==> src/rtl/hypercpu_pkg.sv <==
// hypercpu shared types for the fetch stage.
//   word_t           : 32-bit machine word / word address
//   RESET_PC_DEFAULT : default first fetch address after reset
//   fetch_state_e    : fetch control state (RUN, HALTED)
//   fetch_entry_t    : prefetch FIFO entry {addr, data}
package hypercpu_pkg;

  typedef logic [31:0] word_t;

  localparam word_t RESET_PC_DEFAULT = 32'h0000_0000;

  typedef enum logic {
    RUN    = 1'b0,
    HALTED = 1'b1
  } fetch_state_e;

  typedef struct packed {
    word_t addr;
    word_t data;
  } fetch_entry_t;

endpackage

==> src/rtl/hypercpu_fetch_fifo.sv <==
// hypercpu_fetch_fifo: DEPTH-entry synchronous prefetch FIFO of {addr, data}.
//   clk, reset  : rising-edge clock, asynchronous active-high reset
//   push        : write push_entry at the tail (ignored when full)
//   pop         : remove the head entry (ignored when empty)
//   flush       : empty the FIFO; overrides push and pop
//   push_entry  : entry to write
//   head        : current head entry (all-zero after reset)
//   count       : number of valid entries, 0..DEPTH
module hypercpu_fetch_fifo
  import hypercpu_pkg::*;
#(
  parameter int unsigned DEPTH = 2
) (
  input  logic                   clk,
  input  logic                   reset,
  input  logic                   push,
  input  logic                   pop,
  input  logic                   flush,
  input  fetch_entry_t           push_entry,
  output fetch_entry_t           head,
  output logic [$clog2(DEPTH):0] count
);

  localparam int unsigned PW = $clog2(DEPTH);
  localparam logic [PW:0] FULL = (PW + 1)'(DEPTH);

  fetch_entry_t mem [DEPTH];
  logic [PW-1:0] rd_ptr;
  logic [PW-1:0] wr_ptr;
  logic          do_push;
  logic          do_pop;

  assign do_push = push && (count != FULL);
  assign do_pop  = pop && (count != '0);
  assign head    = mem[rd_ptr];

  always_ff @(posedge clk or posedge reset) begin
    if (reset) begin
      for (int unsigned i = 0; i < DEPTH; i++) begin
        mem[i] <= '0;
      end
      rd_ptr <= '0;
      wr_ptr <= '0;
      count  <= '0;
    end else if (flush) begin
      rd_ptr <= '0;
      wr_ptr <= '0;
      count  <= '0;
    end else begin
      if (do_push) begin
        mem[wr_ptr] <= push_entry;
        wr_ptr      <= wr_ptr + 1'b1;
      end
      if (do_pop) begin
        rd_ptr <= rd_ptr + 1'b1;
      end
      case ({do_push, do_pop})
        2'b10:   count <= count + 1'b1;
        2'b01:   count <= count - 1'b1;
        default: count <= count;
      endcase
    end
  end

endmodule

==> src/rtl/hypercpu_fetch.sv <==
// hypercpu_fetch: instruction fetch stage.
// Reads sequential instruction words over the shared memory bus into a
// prefetch FIFO and hands them to decode over a valid/ready handshake.
//   clk, reset        : rising-edge clock, asynchronous active-high reset
//   mem_addr          : word address on the shared bus (= fetch_pc)
//   mem_read          : combinational read data from the bus
//   mem_read_enabled  : enables slave read drivers (bus_req && bus_gnt)
//   bus_req, bus_gnt  : bus request / arbiter grant
//   redirect_valid/addr : PC redirect; flushes the FIFO
//   halt              : level request to stop issuing new fetches
//   instr_valid/data/addr, instr_ready : decode handshake
module hypercpu_fetch
  import hypercpu_pkg::*;
#(
  parameter int unsigned DEPTH    = 2,
  parameter word_t       RESET_PC = RESET_PC_DEFAULT
) (
  input  logic        clk,
  input  logic        reset,
  output logic [31:0] mem_addr,
  input  logic [31:0] mem_read,
  output logic        mem_read_enabled,
  output logic        bus_req,
  input  logic        bus_gnt,
  input  logic        redirect_valid,
  input  logic [31:0] redirect_addr,
  input  logic        halt,
  output logic        instr_valid,
  output logic [31:0] instr_data,
  output logic [31:0] instr_addr,
  input  logic        instr_ready
);

  localparam int unsigned CW = $clog2(DEPTH) + 1;

  fetch_state_e  state;
  word_t         fetch_pc;
  logic [CW-1:0] count;
  fetch_entry_t  head;
  fetch_entry_t  push_entry;
  logic          beat;
  logic          pop;

  // Gating with reset keeps the slave read drivers off while reset is held.
  assign bus_req          = !reset && (state == RUN) && (count < CW'(DEPTH))
                            && !redirect_valid;
  assign mem_read_enabled = bus_req && bus_gnt;
  assign beat             = mem_read_enabled;
  assign mem_addr         = fetch_pc;

  assign instr_valid = (count != '0);
  assign pop         = instr_valid && instr_ready;
  assign instr_data  = head.data;
  assign instr_addr  = head.addr;

  assign push_entry.addr = fetch_pc;
  assign push_entry.data = mem_read;

  always_ff @(posedge clk or posedge reset) begin
    if (reset) begin
      state    <= RUN;
      fetch_pc <= RESET_PC;
    end else begin
      state <= halt ? HALTED : RUN;
      if (redirect_valid) begin
        fetch_pc <= redirect_addr;
      end else if (beat) begin
        fetch_pc <= fetch_pc + 32'd1;
      end
    end
  end

  // A redirect drops bus_req, so flush never coincides with a push.
  hypercpu_fetch_fifo #(
    .DEPTH(DEPTH)
  ) u_fifo (
    .clk       (clk),
    .reset     (reset),
    .push      (beat),
    .pop       (pop),
    .flush     (redirect_valid),
    .push_entry(push_entry),
    .head      (head),
    .count     (count)
  );

endmodule

==> config.mk <==
export PLATFORM = sky130hd
export DESIGN_NAME = hypercpu_fetch
export DESIGN_NICKNAME = d
export VERILOG_FILES = /design/src/rtl/hypercpu_pkg.sv /design/src/rtl/hypercpu_fetch_fifo.sv /design/src/rtl/hypercpu_fetch.sv
export SDC_FILE = /design/constraint.sdc
export NUM_CORES = 1
export LEC_CHECK = 0
export BUFFER_PORTS_ARGS = -buffer_cell sky130_fd_sc_hd__buf_2
export CAP_MARGIN = 10
export CELL_PAD_IN_SITES_DETAIL_PLACEMENT = 0
export CELL_PAD_IN_SITES_GLOBAL_PLACEMENT = 1
export CORE_MARGIN = 8
export CORE_UTILIZATION = 40
export CTS_BUF_LIST = sky130_fd_sc_hd__clkbuf_2 sky130_fd_sc_hd__clkbuf_4 sky130_fd_sc_hd__clkbuf_8
export DETAILED_ROUTE_END_ITERATION = 10
export GPL_TIMING_DRIVEN = 0
export PLACE_DENSITY_LB_ADDON = 0.1
export RECOVER_POWER = 50
export SLEW_MARGIN = 20
export SYNTH_ARGS = -nofsm -noshare
export SYNTH_HDL_FRONTEND = slang
export SYNTH_SLANG_ARGS = --single-unit
==> constraint.sdc <==
create_clock -name clk -period 7.6 [get_ports clk]
set_input_delay 1.14 -clock clk [delete_from_list [all_inputs] [get_ports clk]]
set_output_delay 1.14 -clock clk [all_outputs]
set_load 0.01 [all_outputs]
==> impl_results.md, run 1 <==
* Slowest CP cell: nor4_1
* Core region area at 0.0193 mm^2
* Mapped Cells at 616
* Syn_area_per_cell at 12.7 um^2
* Sink Count at 165
* Worst hold margin at 0.478 ns
* Worst slew margin at -87.0%
* Worst reg2reg startpoint: state
* Layout Cells excl Fill at 1,083
* Post-synth EDFFs at 0
* Slowest Stage Delay on Critical Path at 0.90 ns
* Std-Cell Rows at 51
* Crit-path cells: clkbuf_1 -> nor4_1 -> nand2_4 -> clkinvlp_2 -> clkbuf_1 -> clkbuf_1 -> buf_2
* Starting Density at 40.5%
* Ys flop type: dfrtp_1
* Crit path kind: in2out
* Vias in the first global route at 6,068
* Hold_buf cts at 0
* Least-Margin Pin Slew at 2.79 ns
* Hold depth at 2
* Port Buffers at 168
* Clock tree buffer depth at 2
* Setup crit start kind: input pin
* Synth area leader: dfrtp_1
* Tmin final at 5.06 ns
* Final setup TNS at 0 ns
* Hold_sp: u_fifo.mem[51]
* Critical path capture point type: output pin
* Yosys reg bits at 165
* Drt drc at 0
* Yosys cell types at 49
* Die height at 156 um
* CTS Buf Count at 17
* Final wirelength at 21.2 mm
* RSZ-0062 raised after global routing: no
* Final setup viols at 0
* CP most frequent cell: clkbuf_1
* Critical Path Start: redirect_valid
* Max Cap Viol at 1
* DRC marker count from the first detailed-route iteration at 290
* Hold Path Class: reg2reg
* Final Max Slew Viols at 60
* Die width at 156 um
* Post-cts gate resize count at 0
* Clock-pin slew on the worst setup and hold paths at 0.08 ns
* Final Cycle Share at 66.6%
* CP max FO at 10
* Synth area leaders: dfrtp_1, mux2_2, mux2_4, nand2_1, o21ai_0
* First-pass GRT wire length at 33.8 mm
* Vias/cell at 5.20
* Initial antenna violation count at 1
* Final Hold Vio Count at 0
* Pin count of the biggest net entering global routing at 107
* Root buffer cell: clkbuf_8
* DP Cell Count at 1,050
* Htree depth at 4
* Failing checks: capacitance limit, slew limit
* Die area at 0.0243 mm^2
* TritonRoute pass-1 iters at 5
* Post-CTS setup buffers at 0
* Pwr dens at 237 mW/mm^2
* Worst endpoint required time at 6.46 ns
* VDD IR-drop max at 0.107 mV
* Register area share after synthesis at 52.7%
* Arr. time, crit path at 3.92 ns
* Avg WL per Cell at 19.6 um
* Clk_lat worst skew at 0.44 ns
* CTS tree: yes
* Syn Nets at 687
* Syn-to-layout area delta at 19.7%
* Fmax at 198 MHz
* Static leakage at 4.45 nW
* Synthesis Warnings at 0
* I/O pins at 169
* Clock skew at 0.0147 ns
* Cell Area, Synth at 0.00784 mm^2
* Share of cells above drive strength 1 at 45.8%
* Reg2Reg Depth at 8
* Status: complete, but fails checks
* Post-layout nets at 875
* GRT Total Usage at 17.9%
* R2R setup slack at 4.28 ns
* Share of flip-flops with an asynchronous set or reset at 100%
* Hpwl dp at 15.5 mm
* Total grt overflow at 0
* Vias at 5,635
* Final ANT Viol Nets at 0
* Top-area cell type share of the netlist area at 52.7%
* GPL Wtd Cong at 0.781
[kinds of logic after synthesis]
logic type      count (synthesis)  synth area share, %
fa+ha+maj                       1                0.160
flops                         165                 52.7
simple gates                  143                 10.0
buf+inv                        43                 2.97
xor+xnor                        2                0.224
mux                           190                 27.8
compound gates                 72                 6.07
[registers in the layout, indices dropped and copies added, names as in the netlist]
signal         cells
u_fifo.mem       128
mem_addr          32
u_fifo.count       2
state              1
u_fifo.rd_ptr      1
u_fifo.wr_ptr      1
[worst max-delay path, delay by kind of cell]
family | cells | cell delay (ns)
AND/OR/NAND/NOR | 2 | 1.12
buffers and inverters | 5 | 1.65
[layout make-up]
type / instances / area [um^2]
plain buffers: 37 / 189
repair buffers: 169 / 827
inverters: 6 / 25.0
diodes: 1 / 2.50
flip-flops and latches: 165 / 4130
well taps: 265 / 332
multi-input cells: 408 / 3460
fillers: 1834 / 9960
clock buffers: 22 / 297
clock inverters: 10 / 120
[layer usage]
layer  vias to the layer above  share of wire [%]  track usage (%)  wire (um)
met3                        19                6.1             4.32       1300
li1                       2631                  -                -          -
met2                       154                 49             29.8      10300
met4                         0                1.7             5.50        353
met1                      2831                 44             22.5       9250
met5                         -                  0                0          0
[cells in the final DEF, fill, tap and decap left out, types with 3 or more instances in the layout]
cell type | synthesis | routed
a21o_1 | 3 | 3
a21oi_1 | 9 | 9
a221o_1 | 9 | 9
a32oi_1 | 3 | 3
a41oi_1 | 3 | 3
and4_1 | 3 | 3
buf_2 | 7 | 141
buf_6 | 6 | 4
clkbuf_1 | 19 | 56
clkbuf_8 | 0 | 21
clkinv_4 | 0 | 3
dfrtp_1 | 165 | 165
inv_1 | 5 | 4
mux2_1 | 3 | 3
mux2_2 | 169 | 169
mux2_4 | 13 | 13
mux2i_1 | 5 | 5
nand2_1 | 46 | 47
nand2b_1 | 5 | 5
nand3_1 | 16 | 16
nand3b_1 | 3 | 3
nand4_1 | 13 | 13
nor2_1 | 27 | 27
nor2b_1 | 5 | 5
nor3_1 | 3 | 3
nor4_1 | 6 | 7
o211ai_1 | 6 | 6
o21ai_0 | 31 | 31
o311ai_0 | 4 | 4
[report_power, final]
group	total [W]	switching (W)	internal, W
registers	0.00109	0.0000876	0.00100
logic	0.000475	0.000222	0.000253
clock network	0.000658	0.000325	0.000333
[synth_stat cells, drive strengths merged, types with 6 or more instances]
cell and count:
o211ai 6, mux2 185, nand3 17, a21oi 9, nand2 48, nor2 27, a221o 9, nand4 15
o21ai 31, clkbuf 21, dfrtp 165, nor4 9, buf 16
[metrics by stage]
stage / util (%) / worst slack (ns) / cell area [um^2] / total power (W)
after global placement: 46.6 / 0.118 / 9010 / 0.00158
after detailed placement: 46.8 / 3.77 / 9040 / 0.00160
after floorplan: - / 2.00 / 7840 / 0.00139
after global routing: 48.5 / 2.31 / 9380 / 0.00236
final: 48.5 / 2.54 / 9380 / 0.00223
after CTS: 48.9 / 3.76 / 9460 / 0.00226
[path summary, 6_finish.rpt]
kind / end
max: mem_read_enabled
min: u_fifo.mem[51]
max reg2reg: mem_addr[20]
min reg2reg: u_fifo.mem[51]
max in group asynchronous: mem_addr[11]
min in group asynchronous: state
(Power assumes the default switching activity.)
==> inputs of run 2 (changes only) <==
--- a/config.mk
+++ b/config.mk
@@ -5,12 +5,13 @@
 export SDC_FILE = /design/constraint.sdc
 export NUM_CORES = 1
 export LEC_CHECK = 0
+export ABC_AREA = 1
 export BUFFER_PORTS_ARGS = -buffer_cell sky130_fd_sc_hd__buf_2
 export CAP_MARGIN = 10
 export CELL_PAD_IN_SITES_DETAIL_PLACEMENT = 0
 export CELL_PAD_IN_SITES_GLOBAL_PLACEMENT = 1
 export CORE_MARGIN = 8
-export CORE_UTILIZATION = 40
+export CORE_UTILIZATION = 37
 export CTS_BUF_LIST = sky130_fd_sc_hd__clkbuf_2 sky130_fd_sc_hd__clkbuf_4 sky130_fd_sc_hd__clkbuf_8
 export DETAILED_ROUTE_END_ITERATION = 10
 export GPL_TIMING_DRIVEN = 0
==> constraint.sdc (replaced) <==
create_clock -name clk -period 4.4 [get_ports clk]
set_input_delay 0.66 -clock clk [delete_from_list [all_inputs] [get_ports clk]]
set_output_delay 0.66 -clock clk [all_outputs]
set_load 0.01 [all_outputs]
==> impl_results.md, run 2 <==
* Critical path capture point type: output pin
* Synth area leader: dfrtp_1
* Layout Cells excl Fill at 1,597
* Initial antenna violation count at 0
* Starting Density at 37.4%
* Post-Synth Simple-Gate Area at 27.6%
* Vias at 7,470
* Slowest CP cell: clkbuf_1
* Adder-cell share of the synthesized area at 0.149%
* Die area at 0.0278 mm^2
* Cell family with most CP delay: buffers and inverters
* Avg WL per Cell at 16.0 um
* VDD IR-drop max at 0.179 mV
* Crit-path cells: inv_1 -> nand4_1 -> clkinvlp_2 -> clkbuf_1 -> buf_2 -> buf_2
* Syn_area_per_cell at 7.60 um^2
* Fillers at 2,454
* Std-Cell Rows at 55
* Synthesis Warnings at 0
* Final setup TNS at 0 ns
* Core region area at 0.0225 mm^2
* Final setup viols at 0
* Flip-flop count of the largest register after layout at 128
* Share of flip-flops with an asynchronous set or reset at 100%
* Post-Synth XOR/XNOR Area at 0.936%
* Post-cts gate resize count at 0
* Mapped Cells at 1,107
* Final Cycle Share at 77.4%
* Most frequent cells in the layout: nand2_1, buf_2, dfrtp_1
* Vias in the first global route at 7,654
* Pwr dens at 410 mW/mm^2
* Share of cells above drive strength 1 at 19.6%
* DRC marker count from the first detailed-route iteration at 550
* Share of synthesized area spent on multiplexers at 0%
* CP max FO at 10
* Syn Nets at 1,178
* Worst endpoint required time at 3.74 ns
* Commonest non-fill, non-tap cell in the layout: nand2_1
* Post-CTS setup buffers at 0
* Slowest Stage Delay on Critical Path at 0.48 ns
* Die width at 167 um
* Total grt overflow at 0
* Synth cell count leaders: nand2_1, dfrtp_1, inv_1, o21ai_1, nor2_1
* CTS tree: yes
* Sink Count at 165
* Fmax at 294 MHz
* Port Buffers at 167
* Final ANT Viol Nets at 0
* Post-synth EDFFs at 0
* Final Hold Vio Count at 0
* Top-area cell type share of the netlist area at 49.0%
* Clk_lat worst skew at 0.45 ns
* Final Max Slew Viols at 67
* Hold_buf cts at 0
* Clock tree buffer depth at 2
* Die height at 167 um
* Htree depth at 4
* Post-layout nets at 1,370
* CTS Buf Count at 17
* Failing checks: capacitance limit, slew limit
* Hpwl dp at 19.3 mm
* Vias/cell at 4.68
* Setup crit start kind: register
* TritonRoute pass-1 iters at 4
* Drt drc at 0
* ANT cells at 0
* Crit path kind: reg2out
* Synth area leaders: dfrtp_1, nand2_1, o21ai_1, inv_1, o21ai_2
* Clock skew at 0.0174 ns
* Max Cap Viol at 2
* Worst slew margin at -18.4%
* Pin count of the biggest net entering global routing at 34
* Status: complete, but fails checks
* Yosys reg bits at 165
* Tmin final at 3.40 ns
* Arr. time, crit path at 2.74 ns
* Root buffer cell: clkbuf_8
* I/O pins at 169
* GPL Wtd Cong at 0.824
* Buf/Inv on CP at 5
* CP most frequent cell: buf_2
* GRT Total Usage at 18.6%
* Most common cell in the netlist: nand2_1
* Clock-pin slew on the worst setup and hold paths at 0.10 ns
* First-pass GRT wire length at 41.2 mm
* Static leakage at 5.34 nW
* Ys flop type: dfrtp_1
* Register area share after synthesis at 49.0%
* Yosys cell types at 30
* Synth Area in Compound Gates at 12.2%
* Largest family of logic cells by synthesized area: simple AND/OR/NAND/NOR gates
* Cell Area, Synth at 0.00842 mm^2
* Least-Margin Pin Slew at 1.78 ns
* DP Cell Count at 1,565
* Syn-to-layout area delta at 18.2%
* RSZ-0062 raised after global routing: no
* Final wirelength at 25.6 mm
* Hold Path Class: in2async
* Top reg by flops: u_fifo.mem
## run 2: cell types whose count changed after synthesis, moves of 11 or more
cell,delta
mux2_2,-169
o21ai_2,+37
nand2_1,+459
o21ai_1,+90
nand4_1,-11
nor2_1,+21
buf_6,+22
inv_1,+104
mux2_4,-13
nand3_1,+13
## run 2: layout make-up
class,count,area (um^2),share of cell area [%]
plain buffers,52,337,3.38
clock buffers,18,248,2.49
clock inverters,14,198,1.99
inverters,111,424,4.26
multi-input cells,779,3380,34.0
flip-flops and latches,165,4130,41.5
well taps,285,357,3.58
repair buffers,173,873,8.78
## run 2: final timing paths
kind                                     to  slack [ns]       startpoint  depth (start not counted)
min                                   state        0.27            reset                          2
max                        mem_read_enabled         1.0  u_fifo.count[1]                          6
max reg2reg                  u_fifo.mem[17]        1.76  u_fifo.count[1]                          8
max in group asynchronous   u_fifo.mem[110]        1.35            reset                          4
min in group clk                      state        0.31             halt                          1
min reg2reg                 u_fifo.mem[120]        0.49  u_fifo.mem[120]                          2
## run 2: report_power, final
part           switching (W)  leakage (nW)  internal [W]
Combinational       0.000560          2.99      0.000357
Clock               0.000600         0.220      0.000640
Sequential          0.000156          2.13       0.00176
## run 2: cells by family (layout without fill, tap and decap cells)
family                     count (synthesis)  after routing
and+or+nand+nor                          596            596
AOI/OAI and AO/OA                        173            173
DFF                                      165            165
buffers and inverters                    163            368
xor gates and xnor gates                   9              9
adders and majority gates                  1              1
## run 2: metal layers
layer  share of wire, %  vias up  global-route usage [%]
met5                  0        -                       0
met4                1.1        0                    4.43
met3                4.3       14                    3.78
met2                 48      160                    31.0
met1                 47     3481                    24.5
li1                   -     3815                       -
## run 2: through the flow
stage          setup WS [ns]  area (um^2)  utilization [%]  hold WS (ns)  total power, W
4_1_cts                 1.44        10200             45.3         0.183         0.00415
2_1_floorplan           1.64         8420                -         0.453         0.00251
3_5_place_dp            1.75         9750             43.3         0.469         0.00292
6_report               0.995         9950             44.2         0.267         0.00408
5_1_grt                0.699         9950             44.2         0.280         0.00433
3_3_place_gp           0.409         9610             42.7         0.464         0.00288
